$ cat src/rtl/wts_pkg.sv
// Shared types and constants for the wave table RAM arbiter.
// The RAM holds WTS_CH_NUM waveforms of WTS_WAVE_LEN bytes each.
package wts_pkg;

    localparam int WTS_WAVE_LEN  = 32;
    localparam int WTS_CH_NUM    = 12;
    localparam int WTS_RAM_DEPTH = WTS_WAVE_LEN * WTS_CH_NUM;

    typedef enum logic [1:0] {
        IDLE,
        ADDR,
        WAIT,
        DONE
    } wts_arb_state_t;

    typedef enum logic {
        GNT_CPU,
        GNT_SND
    } wts_grant_t;

endpackage

$ cat src/rtl/wts_ram_arbiter_if.sv
// CPU port, sound fetch port and wave table RAM pins of the arbiter.
// master = requesters plus the RAM; slave = the arbiter itself.
interface wts_ram_arbiter_if;

    logic       cpu_req;
    logic       cpu_wr;
    logic [8:0] cpu_a;
    logic [7:0] cpu_d;
    logic       cpu_ack;
    logic [7:0] cpu_q;

    logic       snd_req;
    logic [3:0] snd_ch;
    logic [4:0] snd_idx;
    logic       snd_ack;
    logic [7:0] snd_q;

    logic       sram_we;
    logic [8:0] sram_a;
    logic [7:0] sram_d;
    logic [7:0] sram_q;

    modport master (
        output cpu_req, cpu_wr, cpu_a, cpu_d,
        input  cpu_ack, cpu_q,
        output snd_req, snd_ch, snd_idx,
        input  snd_ack, snd_q,
        input  sram_we, sram_a, sram_d,
        output sram_q
    );

    modport slave (
        input  cpu_req, cpu_wr, cpu_a, cpu_d,
        output cpu_ack, cpu_q,
        input  snd_req, snd_ch, snd_idx,
        output snd_ack, snd_q,
        output sram_we, sram_a, sram_d,
        input  sram_q
    );

endinterface

$ cat src/rtl/wts_rr_grant.sv
// Two-way picker between CPU and sound requests, combinational, one-hot grant {snd, cpu}.
// On a tie: alternate against last_grant, or sound always wins when ROUND_ROBIN is 0.
module wts_rr_grant
    import wts_pkg::*;
#(
    parameter bit ROUND_ROBIN = 1'b1
) (
    input  logic       cpu_req,
    input  logic       snd_req,
    input  wts_grant_t last_grant,
    output logic [1:0] grant
);

    always_comb begin
        grant = 2'b00;
        if (cpu_req && snd_req) begin
            if (ROUND_ROBIN && (last_grant == GNT_SND)) begin
                grant = 2'b01;
            end else begin
                grant = 2'b10;
            end
        end else if (cpu_req) begin
            grant = 2'b01;
        end else if (snd_req) begin
            grant = 2'b10;
        end
    end

endmodule

$ cat src/rtl/wts_ram_arbiter.sv
// Shares the single-port wave table RAM between CPU and sound fetch; ack 3 cycles after the grant edge.
// One access in flight; requesters hold req until ack, and other requests wait for IDLE.
module wts_ram_arbiter
    import wts_pkg::*;
#(
    parameter int RAM_DEPTH   = WTS_RAM_DEPTH,
    parameter bit ROUND_ROBIN = 1'b1
) (
    input  logic clk,
    input  logic nreset,
    wts_ram_arbiter_if.slave bus
);

    localparam logic [9:0] DEPTH_W = 10'(RAM_DEPTH);

    wts_arb_state_t state_q;
    wts_arb_state_t state_d;
    wts_grant_t     last_grant_q;
    logic [1:0]     grant;
    logic           sel_snd_q;
    logic           wr_q;
    logic           in_range_q;
    logic [8:0]     snd_addr;
    logic           cpu_in_range;
    logic           snd_in_range;

    assign snd_addr     = {bus.snd_ch, bus.snd_idx};
    assign cpu_in_range = {1'b0, bus.cpu_a} < DEPTH_W;
    assign snd_in_range = {1'b0, snd_addr} < DEPTH_W;

    wts_rr_grant #(
        .ROUND_ROBIN (ROUND_ROBIN)
    ) u_grant (
        .cpu_req    (bus.cpu_req),
        .snd_req    (bus.snd_req),
        .last_grant (last_grant_q),
        .grant      (grant)
    );

    always_ff @(posedge clk or negedge nreset) begin
        if (!nreset) begin
            state_q <= IDLE;
        end else begin
            state_q <= state_d;
        end
    end

    always_comb begin
        state_d = state_q;
        case (state_q)
            IDLE:    if (grant != 2'b00) state_d = ADDR;
            ADDR:    state_d = WAIT;
            WAIT:    state_d = DONE;
            DONE:    state_d = IDLE;
            default: state_d = IDLE;
        endcase
    end

    // sram_a/sram_d are the latched request; they are only reloaded on a grant.
    always_ff @(posedge clk or negedge nreset) begin
        if (!nreset) begin
            last_grant_q <= GNT_CPU;
            sel_snd_q    <= 1'b0;
            wr_q         <= 1'b0;
            in_range_q   <= 1'b0;
            bus.sram_we  <= 1'b0;
            bus.sram_a   <= '0;
            bus.sram_d   <= '0;
            bus.cpu_ack  <= 1'b0;
            bus.cpu_q    <= '0;
            bus.snd_ack  <= 1'b0;
            bus.snd_q    <= '0;
        end else begin
            bus.sram_we <= 1'b0;
            bus.cpu_ack <= 1'b0;
            bus.snd_ack <= 1'b0;
            case (state_q)
                IDLE: begin
                    if (grant[0]) begin
                        last_grant_q <= GNT_CPU;
                        sel_snd_q    <= 1'b0;
                        wr_q         <= bus.cpu_wr;
                        in_range_q   <= cpu_in_range;
                        bus.sram_a   <= bus.cpu_a;
                        bus.sram_d   <= bus.cpu_d;
                        bus.sram_we  <= bus.cpu_wr && cpu_in_range;
                    end else if (grant[1]) begin
                        last_grant_q <= GNT_SND;
                        sel_snd_q    <= 1'b1;
                        wr_q         <= 1'b0;
                        in_range_q   <= snd_in_range;
                        bus.sram_a   <= snd_addr;
                    end
                end
                WAIT: begin
                    if (sel_snd_q) begin
                        bus.snd_q   <= in_range_q ? bus.sram_q : 8'h00;
                        bus.snd_ack <= 1'b1;
                    end else begin
                        if (!wr_q) begin
                            bus.cpu_q <= in_range_q ? bus.sram_q : 8'hFF;
                        end
                        bus.cpu_ack <= 1'b1;
                    end
                end
                default: ;
            endcase
        end
    end

endmodule

$ cat src/flat_wrapper.sv
// flat-port wrapper written by rule: the top's interface ports become plain ports
module wts_ram_arbiter_flat import wts_pkg::*;
#(
    parameter int RAM_DEPTH   = WTS_RAM_DEPTH,
    parameter bit ROUND_ROBIN = 1'b1
)
  (clk, nreset, bus_cpu_req, bus_cpu_wr, bus_cpu_a, bus_cpu_d, bus_cpu_ack, bus_cpu_q, bus_snd_req, bus_snd_ch, bus_snd_idx, bus_snd_ack, bus_snd_q, bus_sram_we, bus_sram_a, bus_sram_d, bus_sram_q);
  wts_ram_arbiter_if bus_i ();
  input  logic clk;
  input  logic nreset;
  input wire logic [$bits(bus_i.cpu_req)-1:0] bus_cpu_req;
  input wire logic [$bits(bus_i.cpu_wr)-1:0] bus_cpu_wr;
  input wire logic [$bits(bus_i.cpu_a)-1:0] bus_cpu_a;
  input wire logic [$bits(bus_i.cpu_d)-1:0] bus_cpu_d;
  output wire logic [$bits(bus_i.cpu_ack)-1:0] bus_cpu_ack;
  output wire logic [$bits(bus_i.cpu_q)-1:0] bus_cpu_q;
  input wire logic [$bits(bus_i.snd_req)-1:0] bus_snd_req;
  input wire logic [$bits(bus_i.snd_ch)-1:0] bus_snd_ch;
  input wire logic [$bits(bus_i.snd_idx)-1:0] bus_snd_idx;
  output wire logic [$bits(bus_i.snd_ack)-1:0] bus_snd_ack;
  output wire logic [$bits(bus_i.snd_q)-1:0] bus_snd_q;
  output wire logic [$bits(bus_i.sram_we)-1:0] bus_sram_we;
  output wire logic [$bits(bus_i.sram_a)-1:0] bus_sram_a;
  output wire logic [$bits(bus_i.sram_d)-1:0] bus_sram_d;
  input wire logic [$bits(bus_i.sram_q)-1:0] bus_sram_q;
  assign bus_i.cpu_req = bus_cpu_req;
  assign bus_i.cpu_wr = bus_cpu_wr;
  assign bus_i.cpu_a = bus_cpu_a;
  assign bus_i.cpu_d = bus_cpu_d;
  assign bus_cpu_ack = bus_i.cpu_ack;
  assign bus_cpu_q = bus_i.cpu_q;
  assign bus_i.snd_req = bus_snd_req;
  assign bus_i.snd_ch = bus_snd_ch;
  assign bus_i.snd_idx = bus_snd_idx;
  assign bus_snd_ack = bus_i.snd_ack;
  assign bus_snd_q = bus_i.snd_q;
  assign bus_sram_we = bus_i.sram_we;
  assign bus_sram_a = bus_i.sram_a;
  assign bus_sram_d = bus_i.sram_d;
  assign bus_i.sram_q = bus_sram_q;
  wts_ram_arbiter #(.RAM_DEPTH(RAM_DEPTH), .ROUND_ROBIN(ROUND_ROBIN)) u_core (.clk(clk), .nreset(nreset), .bus(bus_i));
endmodule
$ cat config.mk
export PLATFORM = sky130hd
export DESIGN_NAME = wts_ram_arbiter_flat
export DESIGN_NICKNAME = d
export VERILOG_FILES = /design/src/rtl/wts_pkg.sv /design/src/rtl/wts_ram_arbiter_if.sv /design/src/rtl/wts_rr_grant.sv /design/src/rtl/wts_ram_arbiter.sv /design/src/flat_wrapper.sv
export SDC_FILE = /design/constraint.sdc
export NUM_CORES = 1
export LEC_CHECK = 0
export CAP_MARGIN = 25
export CORE_MARGIN = 2
export CORE_UTILIZATION = 38
export CTS_CLUSTER_DIAMETER = 120
export DETAILED_ROUTE_END_ITERATION = 8
export GPL_TIMING_DRIVEN = 0
export PLACE_DENSITY = 0.75
export SETUP_SLACK_MARGIN = 0.2
export SYNTH_ARGS = -nofsm -noshare
export SYNTH_HDL_FRONTEND = slang
export SYNTH_SLANG_ARGS = --single-unit
$ cat constraint.sdc
create_clock -name clk -period 1.2 [get_ports clk]
set_input_delay 0.36 -clock clk [delete_from_list [all_inputs] [get_ports clk]]
set_output_delay 0.36 -clock clk [all_outputs]
set_load 0.02 [all_outputs]
Yosys cells after proc, flatten, opt, wreduce, memory -nomap -nowiden
Cells that the tools add are included.
Word-level totals
  flip-flop bits (word level): 41
  input bits: 39
  output and inout port bits: 36
  logic and storage cells: 49
Cells by class
  order comparisons: 2
  equal/unequal tests: 4
  mux-type cells: 22
  bitwise logic cells: 2
  reduce and logical (&&, ||, !) cells: 8
Operator list (number)
  9-bit less-than comparator (second input constant): 2
  9-bit two-way mux: 2
  8-bit two-way mux: 2
  1-bit two-way mux: 12
  2-bit two-way mux: 5
  2-bit case mux with 4 select lines: 1
  2-bit AND reduction: 3
  2-bit == test (second input constant): 2
  3-bit AND reduction: 1
  2-bit by 1-bit == test with 1-bit output (second input constant): 1
  1-bit logical AND: 2
  2-bit zero test: 1
  2-bit by 1-bit inequality test with 1-bit output (second input constant): 1
  1-bit NOT: 2
  2-bit nonzero test: 1

Logic depth before layout (Yosys ltp)
  depth after elaboration: 6
  mapped depth: 6
  depth with buffers taken out: 5

Modules after synthesis
From an unflattened synthesis, not the netlist that was laid out.
Unflattened totals
  cell total of the unflattened synthesis: 161
  area total of the unflattened synthesis: 1734.2 um^2
By module, submodules not included
  wts_ram_arbiter: times used 1, cells each 158, area an instance 1715.4 um^2, sequential area each 1026.0 um^2
  wts_rr_grant: times used 1, cells each 3, area an instance 18.8 um^2, sequential area each 0.0 um^2

Worst setup path after synthesis
No wires, ideal clock.
  path kind: register to register
  start point: reg u_core.state_q[0]
  end point: reg u_core.bus.cpu_q[6]
  library setup time: 0.082 ns
  arrival time: 1.286 ns
  data required time: 1.118 ns
  path slack: -0.168 ns
  stages on the path, launching flop included: 7
  buffers on the path: 1
  period minus slack after synthesis: 1.368 ns
  cells stage by stage: dfrtp_1 -> inv_1 -> ha_1 -> nor3b_2 -> buf_6 -> nor2_1 -> a31oi_1
Between the ends
  word-level cells in the longest chain between the ends: 2
Ends and longest elaborated chain
  start, declared: RTL line wts_ram_arbiter.sv:16  | wts_arb_state_t state_q;
  start signal, assigned: RTL line wts_ram_arbiter.sv:44  | state_q <= state_d;
  2-bit == test: RTL line wts_ram_arbiter.sv:77  | case (state_q)
  3-bit AND reduction (no line)
  end signal, assigned: RTL line wts_ram_arbiter.sv:101  | bus.cpu_q <= in_range_q ? bus.sram_q : 8'hFF;
  end, declared: RTL line wts_ram_arbiter_if.sv:34  | output cpu_ack, cpu_q,
Every way passes these cells.
A chain may end at the register's enable or synchronous reset.

Final worst setup path
  start point: reg u_core.state_q[0]
  end point: reg u_core.bus.cpu_q[7]
The elaborated chain is that of the path after synthesis.

==> results.md <==
Setup path:
- The peak fanout along the critical path is 5.
- The critical path start-end classification is reg -> reg.
- The startpoint of the most critical register-to-register path is u_core.state_q[0]$_DFFE_PN0P_.
- The number of buffers and inverters on the critical path is 2.
- The maximum single-stage delay on the critical path is 0.38 ns.
- STA puts the critical path data arrival time at 1.58 ns.
- STA classifies the critical path startpoint as a flop.
- The cell with the biggest individual delay on the critical path is dfrtp_1.
- The sort of element at the end of the critical path is a flop.
- Among cell families on the critical path, the largest total delay comes from flip-flops.
- The critical path data required time is 1.42 ns.
- Across all register-to-register paths, the minimum setup slack is -0.16 ns.
- The destination of the worst register-to-register timing path is u_core.bus.cpu_q[7]$_DFFE_PN0P_.
- The critical path goes through inv_2 > ha_4 > nor3b_4 > buf_6 > nor2_2 > a31oi_1.
- The worst-case reg-to-reg path depth is 6.

Yosys:
- The most common cell in the synthesized netlist is dfrtp_1.
- The average cell area after synthesis is 10.57 um^2.
- By area, the combinational part of the netlist is dominated by simple AND/OR/NAND/NOR gates.
- When the netlist entered floorplanning its net count stood at 213.
- In this run, synthesis produced a sequential element count of 41.
- Of the total synthesized cell area, the portion taken by full adders, half adders and majority gates is 0.01376.
- The number of flops mapped to enable cells by yosys is 0.
- Of the total synthesized cell area, the portion taken by AND, OR, NAND and NOR gates is 0.1542.
- Synthesis handed over a netlist of 172 instances.
- The complex-gate fraction of the synthesized area is 0.1321.
- The mapped cell area is 1818 um^2.
- The top cell type's share of synthesized area is 0.5643.
- Measured against the total synthesized area, the mux share comes to 0.07020.
- The most common flop cell mapped by yosys is dfrtp_1.
- The Yosys step of the flow raised 0 warnings.
- The sequential-to-total area share from yosys stat is 0.5643.
- Sorting the synthesized cells by how often they occur yields dfrtp_1, nand2_1, nor2_1, o21ai_0, a31oi_1.
- The dominant cell type by area after synthesis is dfrtp_1.
- Ranked by total cell area, the synthesized netlist is headed by dfrtp_1, a31oi_1, mux2_4, o21ai_0, nand2_1.
- After synthesis, the netlist uses 24 different library cells.
- Of all flip-flops after synthesis, the portion carrying an async set or reset was 1.000.
- Of the total synthesized cell area, the portion taken by XOR and XNOR cells is 0.

Route:
- The total wire length is 5.444 mm.
- The routed length per placed instance is 15.42 um.
- The number of design rule violations left after detail routing is 0.
- For this block, the via count after detailed routing is 1781.
- After detailed routing, the met3 layer carries 379 um of wire.
- Signal routing reaches up to met4.
- The routed length on met2 is 2.775 mm.
- The average via count per standard cell is 5.045.
- The detail route stage leaves a number of antenna-violating nets equal to 0.
- After detailed routing, the wire length on met1 is 2.152 mm.
- The detailed router finished its first iteration with 104 violations.
- The number of iterations in the first detailed-routing pass is 4.

Clock tree:
- The number of buffers inserted during clock tree synthesis is 5.
- TritonCTS built the clock tree.
- The clock reaches the later pin of the worst-skew pair after 0.30 ns.
- The maximum level of the CTS H-tree is 2.
- The count of hold buffers inserted by post-cts repair is 0.
- The clock sink total is 41.
- After clock tree synthesis, the clock-pin slew on the worst setup and hold paths is 0.08 ns.
- The clock tree root buffer cell is clkbuf_8.
- The largest buffer count on any clock path is 2.

Floorplan:
- The overall die area is 5353 um^2.
- Row generation in the floorplan step produced 25 rows.
- The height of the chip is 73.17 um.
- 75 I/O pins were placed.
- The horizontal extent of the die is 73.17 um.
- For this configuration, the core starts out at a cell density of 0.3901.
- The core region is 4661 um^2.

Power:
- The highest ir drop seen on vdd is 1.258 mV.
- Summing internal, switching and leakage power gives 9.313 mW.
- The cell area power density is 2733 nW/um^2.
- Summed over all cells, the static leakage comes to 1.584 nW.

STA:
- The final setup violation count is 45.
- Measured against its own limit, the worst slew margin works out to 0.6290.
- The peak clock frequency supported by timing is 0.7352 GHz.
- The worst clock skew on the final layout is 0.009042 ns.
- Of the available clock period, the critical path in the final layout requires 1.133.
- At the pin with the least slew margin, the transition time is 0.5565 ns.
- The number of failing hold endpoints at the final stage came to 0.
- Setup repair after global routing could not meet its margin everywhere.
- The final critical-path required period is 1.360 ns.
- The final max-slew violation count was 0.
- The total negative slack for setup checks is -4.080 ns.
- The worst hold margin is 0.06229 ns.
- Once routing completed, OpenROAD measured the worst setup slack at -0.1601 ns.

Layout:
- The share of post-route cells with drive strength above 1 is 0.5151.
- Counting the fill cells in the layout gives 306.
- Compared with the post-synthesis result, the final layout area differs by 87.47%.
- The final-stage net count is 339.
- The post-route non-filler standard cell count is 353.
- The number of antenna repair diodes is 0.

Placement:
- The half-perimeter wire length of the detailed placement result is 2.979 mm.
- The count of placed standard cells including taps is 300.
- The final weighted congestion of routability-driven global placement is 0.7887.
- Before CTS, the worst setup slack after placement is -0.6143 ns.
- The number of I/O port buffers is 74.

Worst hold path:
- The kind of path behind the tightest hold check is in -> async.

Global routing:
- The wire length of the first global-routing pass is 7.493 mm.
- The initial antenna violation count was 0.
- Entering global routing, the biggest net connects 42 pins.
- Summed over all layers, the global routing overflow is 0.
- The number of global-route vias before repair is 1658.
- The total routing usage reported by global routing is 0.1840.

Status:
- The final reports fail on setup timing.
- The run finished, with violations left.

Run:
- The max-capacitance violation count is 0.
## stage by stage
step | util | instance area [um^2]
2_1_floorplan | - | 1884
3_3_place_gp | 0.5777 | 2693
3_5_place_dp | 0.5766 | 2688
4_1_cts | 0.6784 | 3162
5_1_grt | 0.7313 | 3408
6_report | 0.7313 | 3408
## timing repair
action / 4_1_cts / 5_1_grt
pin swaps: 11 / 3
resized for setup: 259 / 37
gates cloned: 2 / 1
setup buffers: 24 / 18
endpoints found under the setup margin: 76 / 78
## report_power, final
part	internal, mW	leakage, nW	switching (mW)
Combinational	3.23	1.05	2.44
Sequential	2.02	0.478	0.477
Clock	0.678	0.0585	0.477
## layer usage
metal  GRT usage  up-vias
met1      0.2191      851
met3     0.04558       13
met2      0.3143       78
li1            -      839
met5           0        -
met4     0.07819        0
## worst max-delay path by stage
stage / from / endpoint / depth (start not counted)
final: u_core.state_q[0]$_DFFE_PN0P_ / u_core.bus.cpu_q[7]$_DFFE_PN0P_ / 6
after global routing: u_core.state_q[0]$_DFFE_PN0P_ / u_core.bus.cpu_q[2]$_DFFE_PN0P_ / 6
after CTS: u_core.state_q[1]$_DFFE_PN0P_ / u_core.bus.sram_d[6]$_DFFE_PN0P_ / 5
after detailed placement: bus_snd_req / u_core.bus.sram_d[6]$_DFFE_PN0P_ / 5
after global placement: nreset / u_core.bus.sram_a[2]$_DFFE_PN0P_ / 1
after floorplan: u_core.state_q[0]$_DFFE_PN0P_ / u_core.bus.cpu_q[6]$_DFFE_PN0P_ / 6
## sequential cells by signal (all words and copies together), names as in the netlist, 2 cells and up
name,flops
u_core.state_q,2
u_core.bus.sram_d,8
u_core.bus.cpu_q,8
u_core.bus.snd_q,8
u_core.bus.sram_a,9
## final cells by class
class	instances	area (um^2)	share of cell area
Clock buffer	7	86.33	0.02533
Inverter	13	48.80	0.01432
Sequential cell	41	1028	0.3018
Buffer	11	117.6	0.03451
Multi-Input combinational cell	107	834.6	0.2449
Clock inverter	1	30.03	0.008811
Timing Repair Buffer	119	1195	0.3506
Tap cell	54	67.56	0.01982
## cell usage in the layout, fill, tap and decap left out, types with 2 or more instances in the layout
cell type / netlist / layout
o21ai_1: 0 / 6
buf_6: 2 / 49
nand3b_1: 9 / 9
nor2_4: 0 / 3
nor2_2: 0 / 14
mux2_4: 7 / 8
ha_4: 0 / 2
dfrtp_2: 0 / 2
clkdlybuf4s50_1: 0 / 35
nand2_1: 21 / 11
inv_1: 13 / 10
buf_8: 0 / 3
o21ai_2: 0 / 4
nand2_2: 0 / 8
buf_12: 0 / 3
dfrtp_1: 41 / 39
buf_4: 3 / 33
a31oi_1: 18 / 18
o21ai_0: 19 / 9
clkbuf_8: 0 / 6
inv_2: 0 / 3
clkbuf_2: 1 / 4
nor2_1: 19 / 2
o21a_1: 2 / 2
## cells by family (layout without fill, tap and decap cells)
family,Yosys count,after routing
compound gates,41,41
mux,9,9
fa+ha+maj,2,2
buf+inv,24,151
simple gates,55,55
flops,41,41
No activity file was read; power rests on OpenSTA's default activity.
